**src/rtl/knn_pkg.sv**
```systemverilog
`default_nettype none
// ============================================================================
// Module      : knn_pkg
// Description : Shared definitions for the k-nearest-neighbour classifier:
//               FSM state encoding, distance-width function and slice helper.
// Revision    : 1.0 - initial release
// ============================================================================
package knn_pkg;

    // FSM state encoding
    localparam logic [2:0] c_ST_IDLE  = 3'd0;
    localparam logic [2:0] c_ST_ACCUM = 3'd1;
    localparam logic [2:0] c_ST_DRAIN = 3'd2;
    localparam logic [2:0] c_ST_VOTE  = 3'd3;
    localparam logic [2:0] c_ST_SCAN  = 3'd4;
    localparam logic [2:0] c_ST_DONE  = 3'd5;

    // Width that holds a sum of DIMS squared (COORD_W+1)-bit differences
    // without overflow. A single dimension still keeps one guard bit.
    function automatic int dist_w(input int coord_w, input int dims);
        int extra;
        extra = (dims <= 1) ? 1 : $clog2(dims);
        return 2 * coord_w + 1 + extra;
    endfunction

    // LSB position of element idx inside a packed vector of width-wide slices.
    function automatic int slice_lo(input int idx, input int width);
        return idx * width;
    endfunction

endpackage
`default_nettype wire

```
**src/rtl/knn_dist_pipe.sv**
```systemverilog
`default_nettype none
// ============================================================================
// Module      : knn_dist_pipe
// Description : Two-stage squared Euclidean distance pipeline.
//               S1 registers the per-dimension squared differences,
//               S2 registers their sum. Label and valid ride alongside.
//               i_flush kills every in-flight sample.
// Ports       : clk, rst           - clock, synchronous active-high reset
//               i_flush            - drop all in-flight samples
//               i_valid            - sample enters S1 this cycle
//               i_test_point       - reference point (dim 0 at LSBs)
//               i_sample_point     - training point  (dim 0 at LSBs)
//               i_label            - training label
//               o_valid/o_dist/o_label - S2 result
//               o_busy             - any stage holds a valid sample
// Revision    : 1.0 - initial release
// ============================================================================
module knn_dist_pipe
    import knn_pkg::*;
#(
    parameter int COORD_W = 16,
    parameter int DIMS    = 2,
    parameter int LABEL_W = 8,
    parameter int DIST_W  = dist_w(COORD_W, DIMS)
) (
    input  logic                    clk,
    input  logic                    rst,
    input  logic                    i_flush,
    input  logic                    i_valid,
    input  logic [DIMS*COORD_W-1:0] i_test_point,
    input  logic [DIMS*COORD_W-1:0] i_sample_point,
    input  logic [LABEL_W-1:0]      i_label,
    output logic                    o_valid,
    output logic [DIST_W-1:0]       o_dist,
    output logic [LABEL_W-1:0]      o_label,
    output logic                    o_busy
);

    localparam int c_SQ_W = 2 * COORD_W + 2;

    logic [DIST_W-1:0]  w_sq [DIMS];
    logic [DIST_W-1:0]  r_sq [DIMS];
    logic [DIST_W-1:0]  w_sum;
    logic               r_s1_valid;
    logic [LABEL_W-1:0] r_s1_label;
    logic               r_s2_valid;
    logic [DIST_W-1:0]  r_s2_dist;
    logic [LABEL_W-1:0] r_s2_label;

    genvar gd;
    for (gd = 0; gd < DIMS; gd++) begin : g_dim
        localparam int c_LO = slice_lo(gd, COORD_W);
        logic [COORD_W-1:0]      w_a;
        logic [COORD_W-1:0]      w_b;
        logic signed [COORD_W:0] w_diff;
        logic signed [c_SQ_W-1:0] w_prod;
        assign w_a    = i_sample_point[c_LO +: COORD_W];
        assign w_b    = i_test_point[c_LO +: COORD_W];
        // Sign-extend by one bit so the difference of two extremes fits.
        assign w_diff = {w_a[COORD_W-1], w_a} - {w_b[COORD_W-1], w_b};
        assign w_prod = w_diff * w_diff;
        // A square is never negative, so the extension cannot go wrong.
        assign w_sq[gd] = DIST_W'(w_prod);
    end

    always_comb begin
        w_sum = '0;
        for (int d = 0; d < DIMS; d++) begin
            w_sum = w_sum + r_sq[d];
        end
    end

    always_ff @(posedge clk) begin
        if (rst) begin
            r_s1_valid <= 1'b0;
            r_s1_label <= '0;
            r_s2_valid <= 1'b0;
            r_s2_dist  <= '0;
            r_s2_label <= '0;
            for (int d = 0; d < DIMS; d++) begin
                r_sq[d] <= '0;
            end
        end else begin
            r_s1_valid <= i_valid & ~i_flush;
            r_s2_valid <= r_s1_valid & ~i_flush;
            if (i_valid) begin
                r_s1_label <= i_label;
                for (int d = 0; d < DIMS; d++) begin
                    r_sq[d] <= w_sq[d];
                end
            end
            if (r_s1_valid) begin
                r_s2_dist  <= w_sum;
                r_s2_label <= r_s1_label;
            end
        end
    end

    assign o_valid = r_s2_valid;
    assign o_dist  = r_s2_dist;
    assign o_label = r_s2_label;
    assign o_busy  = r_s1_valid | r_s2_valid;

endmodule
`default_nettype wire

```
**src/rtl/knn_classifier.sv**
```systemverilog
`default_nettype none
// ============================================================================
// Module      : knn_classifier
// Description : k-nearest-neighbour engine. Streams labelled samples through
//               a distance pipeline against a latched test point, keeps a
//               sorted list of the K nearest, then runs a majority vote.
// Ports       : clk, rst            - clock, synchronous active-high reset
//               start               - latch test_point, clear list, accumulate
//               test_point          - reference point (dim 0 at LSBs)
//               sample_valid/ready  - training sample handshake
//               sample_point/label  - training sample
//               classify            - finish accumulation and vote
//               busy                - draining / voting / scanning
//               result_valid/label/none - vote outcome
//               nbr_count/dists/labels  - neighbour list (entry 0 at LSBs)
// Revision    : 1.0 - initial release
// ============================================================================
module knn_classifier
    import knn_pkg::*;
#(
    parameter int COORD_W   = 16,
    parameter int DIMS      = 2,
    parameter int K         = 10,
    parameter int LABEL_W   = 8,
    parameter int N_CLASSES = 16,
    localparam int DIST_W   = dist_w(COORD_W, DIMS),
    localparam int CNT_W    = $clog2(K + 1)
) (
    input  logic                    clk,
    input  logic                    rst,
    input  logic                    start,
    input  logic [DIMS*COORD_W-1:0] test_point,
    input  logic                    sample_valid,
    output logic                    sample_ready,
    input  logic [DIMS*COORD_W-1:0] sample_point,
    input  logic [LABEL_W-1:0]      sample_label,
    input  logic                    classify,
    output logic                    busy,
    output logic                    result_valid,
    output logic [LABEL_W-1:0]      result_label,
    output logic                    result_none,
    output logic [CNT_W-1:0]        nbr_count,
    output logic [K*DIST_W-1:0]     nbr_dists,
    output logic [K*LABEL_W-1:0]    nbr_labels
);

    localparam int c_IDX_W = $clog2(((K > N_CLASSES) ? K : N_CLASSES) + 1);

    logic [2:0]                r_state;
    logic [2:0]                w_state_nx;
    logic                      w_start_ok;
    logic [DIMS*COORD_W-1:0]   r_test_point;

    logic                      w_p_valid;
    logic [DIST_W-1:0]         w_p_dist;
    logic [LABEL_W-1:0]        w_p_label;
    logic                      w_p_busy;

    logic [K-1:0]              r_valid;
    logic [DIST_W-1:0]         r_dist  [K];
    logic [LABEL_W-1:0]        r_label [K];
    logic [CNT_W-1:0]          r_count;
    logic [K-1:0]              w_lt;
    logic [K-1:0]              w_nx_valid;
    logic [DIST_W-1:0]         w_nx_dist  [K];
    logic [LABEL_W-1:0]        w_nx_label [K];

    logic [CNT_W-1:0]          r_votes [N_CLASSES];
    logic [c_IDX_W-1:0]        r_idx;
    logic [LABEL_W-1:0]        r_best_label;
    logic [CNT_W-1:0]          r_best_cnt;
    logic                      w_sel_valid;
    logic [LABEL_W-1:0]        w_sel_label;
    logic [CNT_W-1:0]          w_sel_votes;

    logic [CNT_W-1:0]          r_nbr_count;
    logic [K*DIST_W-1:0]       r_nbr_dists;
    logic [K*LABEL_W-1:0]      r_nbr_labels;

    assign w_start_ok = start & ((r_state == c_ST_IDLE) | (r_state == c_ST_ACCUM) |
                                 (r_state == c_ST_DONE));

    knn_dist_pipe #(
        .COORD_W (COORD_W),
        .DIMS    (DIMS),
        .LABEL_W (LABEL_W),
        .DIST_W  (DIST_W)
    ) u_pipe (
        .clk            (clk),
        .rst            (rst),
        .i_flush        (w_start_ok),
        .i_valid        (sample_valid & sample_ready),
        .i_test_point   (r_test_point),
        .i_sample_point (sample_point),
        .i_label        (sample_label),
        .o_valid        (w_p_valid),
        .o_dist         (w_p_dist),
        .o_label        (w_p_label),
        .o_busy         (w_p_busy)
    );

    // ---------------- FSM: state register ----------------
    always_ff @(posedge clk) begin
        if (rst) r_state <= c_ST_IDLE;
        else     r_state <= w_state_nx;
    end

    // ---------------- FSM: next state ----------------
    always_comb begin
        w_state_nx = r_state;
        case (r_state)
            c_ST_IDLE:  if (start) w_state_nx = c_ST_ACCUM;
            c_ST_ACCUM: begin
                if (start)         w_state_nx = c_ST_ACCUM;
                else if (classify) w_state_nx = c_ST_DRAIN;
            end
            c_ST_DRAIN: if (!w_p_busy) w_state_nx = c_ST_VOTE;
            c_ST_VOTE:  if (r_idx == c_IDX_W'(K - 1)) w_state_nx = c_ST_SCAN;
            c_ST_SCAN:  if (r_idx == c_IDX_W'(N_CLASSES - 1)) w_state_nx = c_ST_DONE;
            c_ST_DONE:  if (start) w_state_nx = c_ST_ACCUM;
            default:    w_state_nx = c_ST_IDLE;
        endcase
    end

    // ---------------- FSM: outputs ----------------
    always_comb begin
        sample_ready = (r_state == c_ST_ACCUM) & ~start & ~classify;
        busy         = (r_state == c_ST_DRAIN) | (r_state == c_ST_VOTE) |
                       (r_state == c_ST_SCAN);
        result_valid = (r_state == c_ST_DONE);
        result_none  = (r_state == c_ST_DONE) & (r_best_cnt == '0);
        result_label = (r_state == c_ST_DONE) ? r_best_label : '0;
    end

    always_ff @(posedge clk) begin
        if (rst)             r_test_point <= '0;
        else if (w_start_ok) r_test_point <= test_point;
    end

    // ---------------- Sorted neighbour list ----------------
    // w_lt is monotone over the sorted list: once the new distance beats an
    // entry it beats every later one. Each beaten entry takes its
    // predecessor's contents, except the first beaten one, which takes the
    // new sample. Strict '<' keeps equal-distance older entries ahead.
    genvar gi;
    for (gi = 0; gi < K; gi++) begin : g_entry
        assign w_lt[gi] = ~r_valid[gi] | (w_p_dist < r_dist[gi]);
        if (gi == 0) begin : g_head
            assign w_nx_dist[gi]  = w_p_dist;
            assign w_nx_label[gi] = w_p_label;
            assign w_nx_valid[gi] = 1'b1;
        end else begin : g_tail
            assign w_nx_dist[gi]  = w_lt[gi-1] ? r_dist[gi-1]  : w_p_dist;
            assign w_nx_label[gi] = w_lt[gi-1] ? r_label[gi-1] : w_p_label;
            assign w_nx_valid[gi] = w_lt[gi-1] ? r_valid[gi-1] : 1'b1;
        end
    end

    always_ff @(posedge clk) begin
        if (rst) begin
            r_valid <= '0;
            r_count <= '0;
            for (int i = 0; i < K; i++) begin
                r_dist[i]  <= '0;
                r_label[i] <= '0;
            end
        end else if (w_start_ok) begin
            r_valid <= '0;
            r_count <= '0;
        end else if (w_p_valid) begin
            for (int i = 0; i < K; i++) begin
                if (w_lt[i]) begin
                    r_dist[i]  <= w_nx_dist[i];
                    r_label[i] <= w_nx_label[i];
                    r_valid[i] <= w_nx_valid[i];
                end
            end
            if ((|w_lt) && (r_count != CNT_W'(K))) r_count <= r_count + CNT_W'(1);
        end
    end

    // ---------------- Vote ----------------
    always_comb begin
        w_sel_valid = 1'b0;
        w_sel_label = '0;
        w_sel_votes = '0;
        for (int i = 0; i < K; i++) begin
            if (r_idx == c_IDX_W'(i)) begin
                w_sel_valid = r_valid[i];
                w_sel_label = r_label[i];
            end
        end
        for (int c = 0; c < N_CLASSES; c++) begin
            if (r_idx == c_IDX_W'(c)) w_sel_votes = r_votes[c];
        end
    end

    always_ff @(posedge clk) begin
        if (rst || w_start_ok) begin
            r_idx        <= '0;
            r_best_label <= '0;
            r_best_cnt   <= '0;
            for (int c = 0; c < N_CLASSES; c++) begin
                r_votes[c] <= '0;
            end
        end else begin
            case (r_state)
                c_ST_VOTE: begin
                    r_idx <= (r_idx == c_IDX_W'(K - 1)) ? '0 : r_idx + c_IDX_W'(1);
                    // Labels at or above N_CLASSES match no counter.
                    for (int c = 0; c < N_CLASSES; c++) begin
                        if (w_sel_valid && (w_sel_label == LABEL_W'(c)))
                            r_votes[c] <= r_votes[c] + CNT_W'(1);
                    end
                end
                c_ST_SCAN: begin
                    r_idx <= r_idx + c_IDX_W'(1);
                    // Strictly greater: ties keep the lower class index.
                    if (w_sel_votes > r_best_cnt) begin
                        r_best_cnt   <= w_sel_votes;
                        r_best_label <= LABEL_W'(r_idx);
                    end
                end
                default: r_idx <= '0;
            endcase
        end
    end

    // ---------------- Registered list view ----------------
    always_ff @(posedge clk) begin
        if (rst) begin
            r_nbr_count  <= '0;
            r_nbr_dists  <= '0;
            r_nbr_labels <= '0;
        end else begin
            r_nbr_count <= r_count;
            for (int i = 0; i < K; i++) begin
                r_nbr_dists[slice_lo(i, DIST_W) +: DIST_W]   <= r_valid[i] ? r_dist[i]  : '0;
                r_nbr_labels[slice_lo(i, LABEL_W) +: LABEL_W] <= r_valid[i] ? r_label[i] : '0;
            end
        end
    end

    assign nbr_count  = r_nbr_count;
    assign nbr_dists  = r_nbr_dists;
    assign nbr_labels = r_nbr_labels;

endmodule
`default_nettype wire

```
**config.mk**
```make
export PLATFORM = sky130hd
export DESIGN_NAME = knn_classifier
export DESIGN_NICKNAME = d
export VERILOG_FILES = /design/src/rtl/knn_pkg.sv /design/src/rtl/knn_dist_pipe.sv /design/src/rtl/knn_classifier.sv
export SDC_FILE = /design/constraint.sdc
export NUM_CORES = 2
export LEC_CHECK = 0
export BUFFER_PORTS_ARGS = -buffer_cell sky130_fd_sc_hd__buf_2
export CAP_MARGIN = 20
export CORE_ASPECT_RATIO = 1.5
export CORE_MARGIN = 5
export CORE_UTILIZATION = 62
export DETAILED_ROUTE_END_ITERATION = 10
export HOLD_SLACK_MARGIN = 0.12
export PLACE_DENSITY_LB_ADDON = 0.3
export SETUP_SLACK_MARGIN = 0.02
export SLEW_MARGIN = 20
export SYNTH_ARGS = -nofsm -noshare
export SYNTH_HDL_FRONTEND = slang
export SYNTH_HIERARCHICAL = 1
export SYNTH_SLANG_ARGS = --single-unit
```
**constraint.sdc**
```tcl
create_clock -name clk -period 11.3 [get_ports clk]
set_input_delay 2.26 -clock clk [delete_from_list [all_inputs] [get_ports clk]]
set_output_delay 2.26 -clock clk [all_outputs]
set_load 0.02 [all_outputs]
```
==> key figures <==
Place
  • Pre-CTS setup slack: 0.467 ns
  • Placed wire-length estimate: 172 mm
  • PortBufs: 509
  • Post-placement cell area: 75,700 µm²
  • Final GP Congestion: 0.990

Timing
  • Period utilisation layout: 0.896
  • Max-slew violations: 0
  • Unrepaired setup endpoints after global routing: no
  • Setup TNS: 0 ns
  • Hold_ws: 0.454 ns
  • Final setup viols: 0
  • Fin. Hold Viols: 0
  • Least-Margin Pin Slew: 1.18 ns
  • Min Tclk post-route: 10.13 ns
  • Clock Skew: 0.0480 ns
  • Fmax: 98.7 MHz
  • Setup WS post-layout: 1.17 ns
  • Worst slew margin: 0.191

Synthesis
  • Largest area contributor in the synthesized netlist: edfxtp_1
  • Synth top area share: 0.232
  • Synth cell types: 97
  • Count leader, synth: inv_1
  • Cell Area, Synth: 71,200 µm²
  • #FFs+latches synth: 1,089
  • Cells after synthesis: 7,257
  • Sequential area share after synthesis: 0.384
  • Top_reg_cell synth: edfxtp_1
  • EDFF count, synth: 550
  • Synth cell count leaders: inv_1 (1,067), nor2_1 (980), ha_1 (589), edfxtp_1 (550), fa_1 (542)
  • Synth top area cells: edfxtp_1 (23%), fa_1 (15%), dfxtp_1 (15%)
  • Syn avg cell area: 9.81 µm²
  • Synth warn: 6
  • Asr flop ratio synth: 0

Route
  • DR vias/cell: 5.92
  • Post-route ant nets: 0
  • Vias: 55.2k
  • Wirelength per Cell: 24.1 µm
  • Router iterations before antenna repair: 7
  • Total Wirelength: 225 mm
  • Remaining DRCs: 0
  • Initial DRC count: 4,849

Clock network
  • Post-CTS Resized: 0
  • Clock Sinks: 1,089
  • Hold Buf Count CTS: 0
  • Clk slew on worst S/H paths: 0.07 ns
  • CTS root buf: clkbuf_16
  • TritonCTS clock tree: built
  • H-Tree Depth: 3
  • Setup bufs post-CTS: 0
  • CTS Buf Count: 100
  • Clock Latency Late Sink: 0.75 ns
  • Clock Path Buffers: 3

Floorplanning
  • Site Rows: 152
  • Chip width: 287 µm
  • Core area: 114,000 µm²
  • Vert. Die Dim: 425 µm
  • Die area: 122,000 µm²
  • Initial core utilization: 0.623
  • # IOs: 513

Worst setup path
  • Critical Path Fanout Max: 20
  • Worst path slowest cell: fa_1
  • Crit path kind: input pin to flip-flop
  • CP endpoint kind: flip-flop
  • Crit path required time: 11.75 ns
  • Startpoint types: input pin
  • Most used cell, CP: fa_1
  • Delay of the slowest critical-path stage: 0.87 ns
  • WP data arrival: 10.58 ns

GRT
  • Total global routing overflow: 0
  • Pin count of the biggest net entering global routing: 150
  • Number of global-route vias before repair: 57.2k
  • Tot GR Track Use: 0.366
  • First-pass GRT wire length: 338 mm
  • Antenna violations before repair: 13

Finish
  • P&R area growth vs syn: 11.4%
  • Nets: 8,895
  • Final Cell Area: 79,300 µm²
  • Layout cell share with drive strength beyond 1: 0.118

Min path
  • Hold crit path type: flip-flop to flip-flop

Job
  • Max Cap Violations: 0

Status
  • Outcome: finished, final reports clean
[kinds of logic after synthesis]
logic type / after synthesis / share of synthesized area
buffers and inverters: 1418 / 0.0755
AOI/OAI and AO/OA: 982 / 0.0858
xor gates and xnor gates: 155 / 0.0191
DFF: 1089 / 0.384
and+or+nand+nor: 2231 / 0.145
other: 1 / 0.0000527
muxes: 250 / 0.0352
adders and majority gates: 1131 / 0.256
[metal layers]
| metal | GRT usage | part of all wire | up-vias |
|---|---|---|---|
| li1 | - | - | 24768 |
| met4 | 0.255 | 0.086 | 16 |
| met5 | 0 | 0.00048 | - |
| met2 | 0.642 | 0.50 | 2749 |
| met1 | 0.406 | 0.34 | 26825 |
| met3 | 0.0562 | 0.076 | 841 |
[registers in the layout, indices dropped and copies added, names as in the netlist, 4 cells and up]
register,flops
r_valid,10
r_dist,340
u_pipe/r_sq,66
r_test_point,32
r_best_cnt,4
r_votes,64
nbr_count,4
r_best_label,5
u_pipe/r_s1_label,8
r_label,80
r_count,4
nbr_labels,80
r_idx,5
u_pipe/o_dist,34
u_pipe/o_label,8
nbr_dists,340
[final timing paths]
| check | start | to | slack (ns) | cells after the start |
|---|---|---|---|---|
| min reg2reg | r_test_point[11] | r_test_point[11] | 0.45 | 2 |
| min | r_test_point[11] | r_test_point[11] | 0.45 | 2 |
| max reg2reg | r_test_point[0] | u_pipe/r_sq[0][33] | 2.49 | 29 |
| max | sample_point[0] | u_pipe/r_sq[0][33] | 1.17 | 31 |
[stage by stage]
stage | util | instances
6_report | 0.694 | 9321
5_1_grt | 0.694 | 9314
4_1_cts | 0.693 | 9313
3_5_place_dp | 0.663 | 9124
3_3_place_gp | 0.663 | 9123
2_1_floorplan | - | 7259
[layout by cell type, fill, tap and decap left out, drive strengths merged, types with 39 or more instances in the layout]
cell type	instances
nor2	980
nor3	235
nand2b	49
xor2	63
and2	308
nand2	365
inv	1092
a21o	84
mux2i	249
buf	662
nand3	70
o21ai	168
nand4	50
fa	542
and3	55
nor2b	39
xnor2	92
a211oi	51
ha	589
clkinv	41
edfxtp	550
a21oi	412
clkbuf	136
dfxtp	539
[critical path: cells and delay by family]
| family | cells | cell delay (ns) |
|---|---|---|
| XOR/XNOR | 1 | 0.14 |
| buffers and inverters | 4 | 0.43 |
| AO/OA/AOI/OAI | 11 | 2.37 |
| adder cells (fa/ha/maj) | 9 | 4.43 |
| AND/OR/NAND/NOR | 6 | 0.93 |
[layout make-up]
cell class	instances	area, µm²
inverters	1082	4070
flip-flops and latches	1089	27300
fillers	8748	35000
multi-input cells	4752	38700
clock inverters	53	464
well taps	1540	1930
clock buffers	136	3050
repair buffers	662	3720
diodes	7	17.5
Power is not shown: default switching activity piles up to over one toggle a cycle in this logic, so the estimate is an artifact.
